### config.mk
export PLATFORM = sky130hd
export DESIGN_NAME = bip_control_flat
export DESIGN_NICKNAME = d
export VERILOG_FILES = /design/src/rtl/bip_pkg.sv /design/src/rtl/bip_control_if.sv /design/src/rtl/bip_instr_decoder.sv /design/src/rtl/bip_control.sv /design/src/flat_wrapper.sv
export SDC_FILE = /design/constraint.sdc
export NUM_CORES = 1
export LEC_CHECK = 0
export CAP_MARGIN = 30
export CORE_ASPECT_RATIO = 0.7
export CORE_MARGIN = 8
export CORE_UTILIZATION = 43
export DETAILED_ROUTE_END_ITERATION = 16
export PLACE_DENSITY_LB_ADDON = 0.15
export SLEW_MARGIN = 20
export SYNTH_ARGS = -nofsm -noshare
export SYNTH_HDL_FRONTEND = slang
export SYNTH_SLANG_ARGS = --single-unit
### constraint.sdc
create_clock -name clk -period 2.75 [get_ports clk]
set_input_delay 0.55 -clock clk [delete_from_list [all_inputs] [get_ports clk]]
set_output_delay 0.55 -clock clk [all_outputs]
set_load 0.005 [all_outputs]
### src/rtl/bip_pkg.sv
// bip_pkg: shared definitions for the BIP control unit.
//   - default program-address / opcode widths
//   - opcode encodings, FSM state encoding
//   - accumulator input select and ALU op encodings
//   - ctl_t: decoded control bundle produced by bip_instr_decoder
package bip_pkg;

    localparam int DEF_PC_WIDTH     = 11;
    localparam int DEF_OPCODE_WIDTH = 5;

    localparam logic [DEF_OPCODE_WIDTH-1:0] OPC_HLT  = 5'b00000;
    localparam logic [DEF_OPCODE_WIDTH-1:0] OPC_STO  = 5'b00001;
    localparam logic [DEF_OPCODE_WIDTH-1:0] OPC_LD   = 5'b00010;
    localparam logic [DEF_OPCODE_WIDTH-1:0] OPC_LDI  = 5'b00011;
    localparam logic [DEF_OPCODE_WIDTH-1:0] OPC_ADD  = 5'b00100;
    localparam logic [DEF_OPCODE_WIDTH-1:0] OPC_ADDI = 5'b00101;
    localparam logic [DEF_OPCODE_WIDTH-1:0] OPC_SUB  = 5'b00110;
    localparam logic [DEF_OPCODE_WIDTH-1:0] OPC_SUBI = 5'b00111;

    typedef enum logic [2:0] {
        ST_IDLE   = 3'd0,
        ST_FETCH  = 3'd1,
        ST_DECODE = 3'd2,
        ST_EXEC   = 3'd3,
        ST_HALT   = 3'd4
    } state_t;

    localparam logic [1:0] SEL_A_RAM = 2'b00;
    localparam logic [1:0] SEL_A_IMM = 2'b01;
    localparam logic [1:0] SEL_A_ALU = 2'b10;

    localparam logic OP_ADD = 1'b0;
    localparam logic OP_SUB = 1'b1;

    typedef struct packed {
        logic [1:0] sel_a;
        logic       sel_b;
        logic       op;
        logic       wr_acc;
        logic       wr_ram;
        logic       rd_ram;
        logic       illegal;
    } ctl_t;

endpackage

### src/rtl/bip_control_if.sv
// bip_control_if: bundle between the BIP control unit and its datapath/memories.
//   i_start       start pulse into the control unit
//   i_instr_data  program ROM read data (synchronous ROM)
//   o_instr_addr  program ROM address (PC)
//   o_operand     RAM address / immediate
//   o_rd_ram, o_wr_ram, o_sel_a, o_sel_b, o_op, o_wr_acc  datapath controls
//   o_halted, o_illegal, o_cycle_count                    status
// master: the control unit. slave: the datapath/memory side.
interface bip_control_if
    import bip_pkg::*;
#(
    parameter int PC_WIDTH     = DEF_PC_WIDTH,
    parameter int OPCODE_WIDTH = DEF_OPCODE_WIDTH
);
    logic                             i_start;
    logic [OPCODE_WIDTH+PC_WIDTH-1:0] i_instr_data;
    logic [PC_WIDTH-1:0]              o_instr_addr;
    logic [PC_WIDTH-1:0]              o_operand;
    logic                             o_rd_ram;
    logic                             o_wr_ram;
    logic [1:0]                       o_sel_a;
    logic                             o_sel_b;
    logic                             o_op;
    logic                             o_wr_acc;
    logic                             o_halted;
    logic                             o_illegal;
    logic [31:0]                      o_cycle_count;

    modport master (
        input  i_start, i_instr_data,
        output o_instr_addr, o_operand, o_rd_ram, o_wr_ram, o_sel_a, o_sel_b,
               o_op, o_wr_acc, o_halted, o_illegal, o_cycle_count
    );

    modport slave (
        output i_start, i_instr_data,
        input  o_instr_addr, o_operand, o_rd_ram, o_wr_ram, o_sel_a, o_sel_b,
               o_op, o_wr_acc, o_halted, o_illegal, o_cycle_count
    );

endinterface

### src/rtl/bip_instr_decoder.sv
// bip_instr_decoder: purely combinational opcode -> control bundle.
//   opcode  in   OPCODE_WIDTH  instruction opcode field
//   ctl     out  ctl_t         sel_a, sel_b, op, wr_acc, wr_ram, rd_ram, illegal
// Controls are unqualified here; the control unit gates them by FSM state.
module bip_instr_decoder
    import bip_pkg::*;
#(
    parameter int OPCODE_WIDTH = DEF_OPCODE_WIDTH
) (
    input  logic [OPCODE_WIDTH-1:0] opcode,
    output ctl_t                    ctl
);

    always_comb begin
        ctl = '0;
        case (opcode)
            OPC_HLT: ctl = '0;  // halting is handled by the FSM, no datapath action
            OPC_STO: ctl.wr_ram = 1'b1;
            OPC_LD: begin
                ctl.rd_ram = 1'b1;
                ctl.sel_a  = SEL_A_RAM;
                ctl.wr_acc = 1'b1;
            end
            OPC_LDI: begin
                ctl.sel_a  = SEL_A_IMM;
                ctl.wr_acc = 1'b1;
            end
            OPC_ADD: begin
                ctl.rd_ram = 1'b1;
                ctl.sel_a  = SEL_A_ALU;
                ctl.sel_b  = 1'b0;
                ctl.op     = OP_ADD;
                ctl.wr_acc = 1'b1;
            end
            OPC_ADDI: begin
                ctl.sel_a  = SEL_A_ALU;
                ctl.sel_b  = 1'b1;
                ctl.op     = OP_ADD;
                ctl.wr_acc = 1'b1;
            end
            OPC_SUB: begin
                ctl.rd_ram = 1'b1;
                ctl.sel_a  = SEL_A_ALU;
                ctl.sel_b  = 1'b0;
                ctl.op     = OP_SUB;
                ctl.wr_acc = 1'b1;
            end
            OPC_SUBI: begin
                ctl.sel_a  = SEL_A_ALU;
                ctl.sel_b  = 1'b1;
                ctl.op     = OP_SUB;
                ctl.wr_acc = 1'b1;
            end
            // Undefined opcodes behave as NOPs that only raise illegal.
            default: ctl.illegal = 1'b1;
        endcase
    end

endmodule

### src/rtl/bip_control.sv
// bip_control: multi-cycle control unit of the BIP accumulator processor.
// Every instruction takes FETCH -> DECODE -> EXEC; HLT parks the core in HALT.
//   clk    in  system clock, rising edge
//   reset  in  synchronous active-high reset
//   bus    bip_control_if.master: start / ROM data in; ROM address, operand,
//          RAM strobes, accumulator/ALU selects, halted, illegal, cycle count out
// Optional: define BIP_CYCLE_COUNT_EN to build the saturating run-cycle counter;
// otherwise o_cycle_count is tied to zero.
module bip_control
    import bip_pkg::*;
#(
    parameter int PC_WIDTH     = DEF_PC_WIDTH,
    parameter int OPCODE_WIDTH = DEF_OPCODE_WIDTH
) (
    input  logic          clk,
    input  logic          reset,
    bip_control_if.master bus
);

    localparam int IW = OPCODE_WIDTH + PC_WIDTH;

    state_t                  state;
    logic [PC_WIDTH-1:0]     pc;
    logic [IW-1:0]           ir;
    logic                    halted_q;
    logic [OPCODE_WIDTH-1:0] rom_opcode;
    logic [OPCODE_WIDTH-1:0] dec_opcode;
    logic                    in_decode;
    logic                    in_exec;
    logic                    run;
    ctl_t                    dec;

    assign in_decode  = (state == ST_DECODE);
    assign in_exec    = (state == ST_EXEC);
    assign rom_opcode = bus.i_instr_data[IW-1:PC_WIDTH];

    // The RAM read has to be issued in DECODE, before IR holds the
    // instruction, so the decoder looks at the ROM output in that state.
    assign dec_opcode = in_decode ? rom_opcode : ir[IW-1:PC_WIDTH];

    bip_instr_decoder #(.OPCODE_WIDTH(OPCODE_WIDTH)) u_dec (
        .opcode (dec_opcode),
        .ctl    (dec)
    );

    always_ff @(posedge clk) begin
        if (reset) begin
            state    <= ST_IDLE;
            pc       <= '0;
            ir       <= '0;
            halted_q <= 1'b0;
        end else begin
            case (state)
                ST_IDLE:   if (bus.i_start) state <= ST_FETCH;
                ST_FETCH:  state <= ST_DECODE;
                ST_DECODE: begin
                    ir <= bus.i_instr_data;
                    if (rom_opcode == OPC_HLT) begin
                        state    <= ST_HALT;
                        halted_q <= 1'b1;
                    end else begin
                        state <= ST_EXEC;
                    end
                end
                ST_EXEC: begin
                    pc    <= pc + 1'b1;  // wraps modulo 2^PC_WIDTH
                    state <= ST_FETCH;
                end
                ST_HALT:   state <= ST_HALT;
                default:   state <= ST_IDLE;
            endcase
        end
    end

    // Reset is synchronous, so the FSM still sits in EXEC during the reset
    // cycle; gating with reset keeps an aborted instruction from strobing.
    assign run = ~reset;

    assign bus.o_instr_addr = pc;
    assign bus.o_operand    = in_decode ? bus.i_instr_data[PC_WIDTH-1:0] : ir[PC_WIDTH-1:0];
    assign bus.o_rd_ram     = run & in_decode & dec.rd_ram;
    assign bus.o_wr_ram     = run & in_exec & dec.wr_ram;
    assign bus.o_wr_acc     = run & in_exec & dec.wr_acc;
    assign bus.o_illegal    = run & in_exec & dec.illegal;
    assign bus.o_sel_a      = (run & in_exec) ? dec.sel_a : 2'b00;
    assign bus.o_sel_b      = run & in_exec & dec.sel_b;
    assign bus.o_op         = run & in_exec & dec.op;
    assign bus.o_halted     = run & halted_q;

`ifdef BIP_CYCLE_COUNT_EN
    logic [31:0] cyc_cnt;
    logic        cyc_tick;

    // The IDLE cycle that accepts start counts as the first run cycle.
    assign cyc_tick = (state == ST_FETCH) || (state == ST_DECODE) || (state == ST_EXEC) ||
                      ((state == ST_IDLE) && bus.i_start);

    always_ff @(posedge clk) begin
        if (reset)
            cyc_cnt <= '0;
        else if (cyc_tick && (cyc_cnt != 32'hFFFF_FFFF))
            cyc_cnt <= cyc_cnt + 32'd1;
    end

    assign bus.o_cycle_count = cyc_cnt;
`else
    assign bus.o_cycle_count = 32'd0;
`endif

endmodule

### src/flat_wrapper.sv
// flat-port wrapper written by rule: the top's interface ports become plain ports
module bip_control_flat import bip_pkg::*;
#(
    parameter int PC_WIDTH     = DEF_PC_WIDTH,
    parameter int OPCODE_WIDTH = DEF_OPCODE_WIDTH
)
  (clk, reset, bus_i_start, bus_i_instr_data, bus_o_instr_addr, bus_o_operand, bus_o_rd_ram, bus_o_wr_ram, bus_o_sel_a, bus_o_sel_b, bus_o_op, bus_o_wr_acc, bus_o_halted, bus_o_illegal, bus_o_cycle_count);
  bip_control_if #(.PC_WIDTH(PC_WIDTH), .OPCODE_WIDTH(OPCODE_WIDTH)) bus_i ();
  input  logic clk;
  input  logic reset;
  input wire logic [$bits(bus_i.i_start)-1:0] bus_i_start;
  input wire logic [$bits(bus_i.i_instr_data)-1:0] bus_i_instr_data;
  output wire logic [$bits(bus_i.o_instr_addr)-1:0] bus_o_instr_addr;
  output wire logic [$bits(bus_i.o_operand)-1:0] bus_o_operand;
  output wire logic [$bits(bus_i.o_rd_ram)-1:0] bus_o_rd_ram;
  output wire logic [$bits(bus_i.o_wr_ram)-1:0] bus_o_wr_ram;
  output wire logic [$bits(bus_i.o_sel_a)-1:0] bus_o_sel_a;
  output wire logic [$bits(bus_i.o_sel_b)-1:0] bus_o_sel_b;
  output wire logic [$bits(bus_i.o_op)-1:0] bus_o_op;
  output wire logic [$bits(bus_i.o_wr_acc)-1:0] bus_o_wr_acc;
  output wire logic [$bits(bus_i.o_halted)-1:0] bus_o_halted;
  output wire logic [$bits(bus_i.o_illegal)-1:0] bus_o_illegal;
  output wire logic [$bits(bus_i.o_cycle_count)-1:0] bus_o_cycle_count;
  assign bus_i.i_start = bus_i_start;
  assign bus_i.i_instr_data = bus_i_instr_data;
  assign bus_o_instr_addr = bus_i.o_instr_addr;
  assign bus_o_operand = bus_i.o_operand;
  assign bus_o_rd_ram = bus_i.o_rd_ram;
  assign bus_o_wr_ram = bus_i.o_wr_ram;
  assign bus_o_sel_a = bus_i.o_sel_a;
  assign bus_o_sel_b = bus_i.o_sel_b;
  assign bus_o_op = bus_i.o_op;
  assign bus_o_wr_acc = bus_i.o_wr_acc;
  assign bus_o_halted = bus_i.o_halted;
  assign bus_o_illegal = bus_i.o_illegal;
  assign bus_o_cycle_count = bus_i.o_cycle_count;
  bip_control #(.PC_WIDTH(PC_WIDTH), .OPCODE_WIDTH(OPCODE_WIDTH)) u_core (.clk(clk), .reset(reset), .bus(bus_i));
endmodule
==> impl.org <==
** Outcome
- Outcome :: completed

** Synth
- In the post-synthesis netlist, the biggest area contributors are dfxtp_1, buf_4, mux2_2.
- For this run, the number of Yosys warnings is 0.
- After synthesis, the mean cell area works out to 9.19 um^2.
- Synth cell types :: 36
- dfxtp_1 takes more of the synthesized area than any other cell.
- The cell area that synthesis handed to floorplanning was 1660 um^2.
- Of the post-synthesis cell area, the dominant cell type holds 0.373.
- Of the synthesized area, sequential elements account for 0.373.
- Synth Instances :: 181
- Flops & latches, synth :: 31

** Worst setup path
- Worst Path Arrival :: 2080 ps
- End of the worst register-to-register path :: u_core.bus.o_instr_addr[10]
- STA classifies the critical path endpoint as an output port.
- Start-to-end type of the worst setup path :: flip-flop to output port
- Startpoint Class :: flip-flop
- For the worst setup path, the data required time is 2200 ps.
- Crit Reg-Reg Startpoint :: u_core.state[0]
- The worst register-to-register path has a depth of 4.
- The setup check on the worst reg-to-reg path leaves a slack of 970 ps.
- Largest fanout of any net on the critical path :: 17

** Routing
- Summing over every cut layer, the via total after detailed routing is 1367.
- Via-per-instance ratio :: 4.73
- Post-route antenna net violation count :: 0
- Post-route met1 wirelength :: 1890 um
- Wire length on met2 :: 1490 um
- Number of detailed-routing iterations run before antenna repair :: 4
- In the final routed layout, each cell accounts on average for 13.1 um.
- Length of routed met3 wiring :: 358 um
- In this run, the number of DRC markers left after iteration 0 of detailed routing was 53.
- Final wirelength :: 3800 um
- The highest metal layer carrying signal wires in the routed design is met4.
- In the routed design, unresolved DRC markers number 0.

** Clock network
- TritonCTS built the clock tree.
- Once the clock tree was built, the setup fixing pass inserted 0 buffers.
- Post-CTS Resized :: 4
- Post-CTS Hold Fix Bufs :: 0
- The H-tree generated during clock tree synthesis spans 2 levels.
- CTS clock-pin slew for the worst setup and hold paths :: 60 ps
- Clock tree synthesis inserted a total of 5 buffers.
- Library cell used as clock root buffer :: clkbuf_8
- Number of buffers on the longest clock path :: 2
- Num Clock Sinks :: 31
- At the later pin of the worst-skew pair, clock insertion delay measures 280 ps.

** Layout
- Share of final-layout standard cells stronger than drive strength 1 :: 0.127
- Leaving out fill and tap cells, the most frequent cells in the layout are clkdlybuf4s50_1, conb_1, dfxtp_1.
- The number of antenna diodes in the final layout is 0.
- Most frequent standard cell in the layout excluding fill and tap cells :: clkdlybuf4s50_1
- For this run, the post-layout net count is 256.
- Synthesis-to-finish area growth :: 32.8%
- Counting the fill cells in the layout gives 361.

** Job
- Total of max-cap violations :: 0

** Die
- The initialized floorplan defines 19 standard-cell rows.
- Die Area :: 6140 um^2
- For this configuration, the core starts out at a cell density of 0.437.
- Placeable core region :: 3800 um^2
- The die is 90.3 um wide.
- During I/O placement, the number of pins put on the boundary was 82.
- Measured along the y axis, the die boundary spans 68.0 um.

** Global route
- Global-route wire length before repair :: 6050 um
- Across every metal layer, demand over resource in global routing totals 0.123.
- Entering global routing, the biggest net connects 36 pins.
- Leftover overflow at the end of global routing :: 0
- The initial antenna violation count came to 0.
- The via count of the first global-routing pass was 1251.

** Power
- Of the total power, the share spent switching nets is 0.253.
- Summed over all cells, the static leakage comes to 0.882 nW.
- Of the total power, registers draw 0.480.
- The share of total power dissipated in the clock network is 0.329.
- Power per Cell Area :: 462 nW/um^2
- Peak VDD IR :: 0.000273 V
- The internal power of the cells totals 0.762 mW.
- The share of total power dissipated in combinational logic is 0.191.
- The analysis attributes to net switching a power of 0.258 mW.

** STA
- Rel. slew slack :: 0.670
- Final slew viol count :: 0
- At the pin with the least slew margin, the transition time is 491 ps.
- Maximum clock rate :: 0.380 GHz
- Smallest hold slack :: 465 ps
- Setup repair after global routing missed its margin :: no
- Between clock sinks in the finished design, the worst skew comes to 2.88 ps.
- Dividing the final minimum period by the clock period gives 0.956.
- Final sum of negative setup slack :: 0 ps
- Setup-violating endpoint count in the final report :: 0
- The count of endpoints failing hold in the final timing report came to 0.
- Final Worst Setup Slack :: 121 ps
- Final min period :: 2630 ps

** Placed design
- The wire-length estimate of the detail-placed layout is 2760 um.
- Gpl congestion :: 0.749
- Worst setup timing slack at the placement stage :: -244 ps
- Count of input and output buffers :: 49

** Min path
- The worst hold path begins at u_core.halted_q.
- Worst Hold Path EP :: u_core.halted_q
- Path type of the worst min-delay path :: flip-flop to flip-flop
- Counting instances, the worst hold path has a depth of 2.
[stage by stage]
| stage | total power, mW | cells | utilization | cell area [um^2] |
|---|---|---|---|---|
| 2_1_floorplan | 0.634 | 212 | - | 1780 |
| 4_1_cts | 1.03 | 289 | 0.578 | 2200 |
| 3_5_place_dp | 0.691 | 281 | 0.555 | 2110 |
| 3_3_place_gp | 0.690 | 281 | 0.555 | 2110 |
| 5_1_grt | 1.07 | 289 | 0.581 | 2210 |
| 6_report | 1.02 | 289 | 0.581 | 2210 |
[power by group through the flow]
stage	clock, mW	combinational, mW	sequential (mW)
global placement	0	0.192	0.498
finish	0.336	0.195	0.490
detailed placement	0	0.193	0.498
global route	0.365	0.217	0.492
CTS	0.349	0.194	0.489
floorplan	0	0.145	0.489
[cells by family after synthesis]
logic type	count (synthesis)	synth area share
adder cells (fa/ha/maj)	1	0.00752
other	1	0.00226
buffers and inverters	41	0.172
flip-flops	31	0.373
multiplexers	20	0.138
AND/OR/NAND/NOR	70	0.243
AO/OA/AOI/OAI	15	0.0542
XOR/XNOR	2	0.0105
[worst max-delay path by stage]
| stage | from | end | slack [ps] | cells after the start |
|---|---|---|---|---|
| 2_1_floorplan | reset | bus_o_sel_a[0] | 590 | 4 |
| 3_3_place_gp | reset | bus_o_rd_ram | -230 | 5 |
| 3_5_place_dp | reset | bus_o_sel_a[0] | -240 | 6 |
| 4_1_cts | reset | bus_o_sel_a[0] | 40 | 6 |
| 5_1_grt | reset | bus_o_op | 20 | 6 |
| 6_report | u_core.state[0] | bus_o_operand[7] | 120 | 4 |
[worst max-delay path, stage by stage, from the launching register on]
cell and delay (ps):
dfxtp_1 430, nor3b_4 220, buf_4 300, mux2_2 380, clkdlybuf4s50_1 460
[metal layers]
layer	GRT usage	vias up
met2	0.170	61
met1	0.158	615
met5	0	-
met4	0.0557	0
met3	0.0591	7
li1	-	684
[registers in the layout (all words and copies together) (netlist names)]
register,flops
u_core.halted_q,1
u_core.state,3
u_core.bus.o_instr_addr,11
u_core.ir,16
[area by class of cell]
type / instances / area, um^2 / area share
clock inverters: 1 / 5.00 / 0.00227
flip-flops and latches: 31 / 621 / 0.281
well taps: 52 / 65.1 / 0.0295
multi-input cells: 140 / 891 / 0.403
repair buffers: 56 / 543 / 0.246
clock buffers: 7 / 76.3 / 0.0346
inverters: 2 / 7.51 / 0.00340
[cells in the mapped netlist]
| cell type | instances |
|---|---|
| a211oi_1 | 1 |
| conb_1 | 1 |
| dfxtp_1 | 31 |
| or4_1 | 3 |
| buf_4 | 32 |
| a31oi_1 | 1 |
| xor2_1 | 2 |
| buf_2 | 3 |
| mux2_4 | 3 |
| nor3_1 | 2 |
| nor2b_1 | 15 |
| nor4_1 | 7 |
| clkbuf_1 | 3 |
| mux2_1 | 1 |
| or2_2 | 2 |
| inv_1 | 2 |
| and2b_1 | 1 |
| nor2_1 | 15 |
| nor3b_4 | 1 |
| nand4b_1 | 2 |
| nand3_1 | 4 |
| and3_1 | 3 |
| and4_1 | 1 |
| buf_6 | 1 |
| a211o_1 | 1 |
| nand2_1 | 7 |
| o21ai_0 | 3 |
| a21oi_1 | 6 |
| mux2_2 | 10 |
| o31ai_1 | 3 |
| or3_1 | 3 |
| nand3b_1 | 1 |
| ha_1 | 1 |
| mux2i_1 | 6 |
| nor4b_1 | 1 |
| nand4_1 | 2 |
Note: power is estimated with default switching activity, not from simulation.
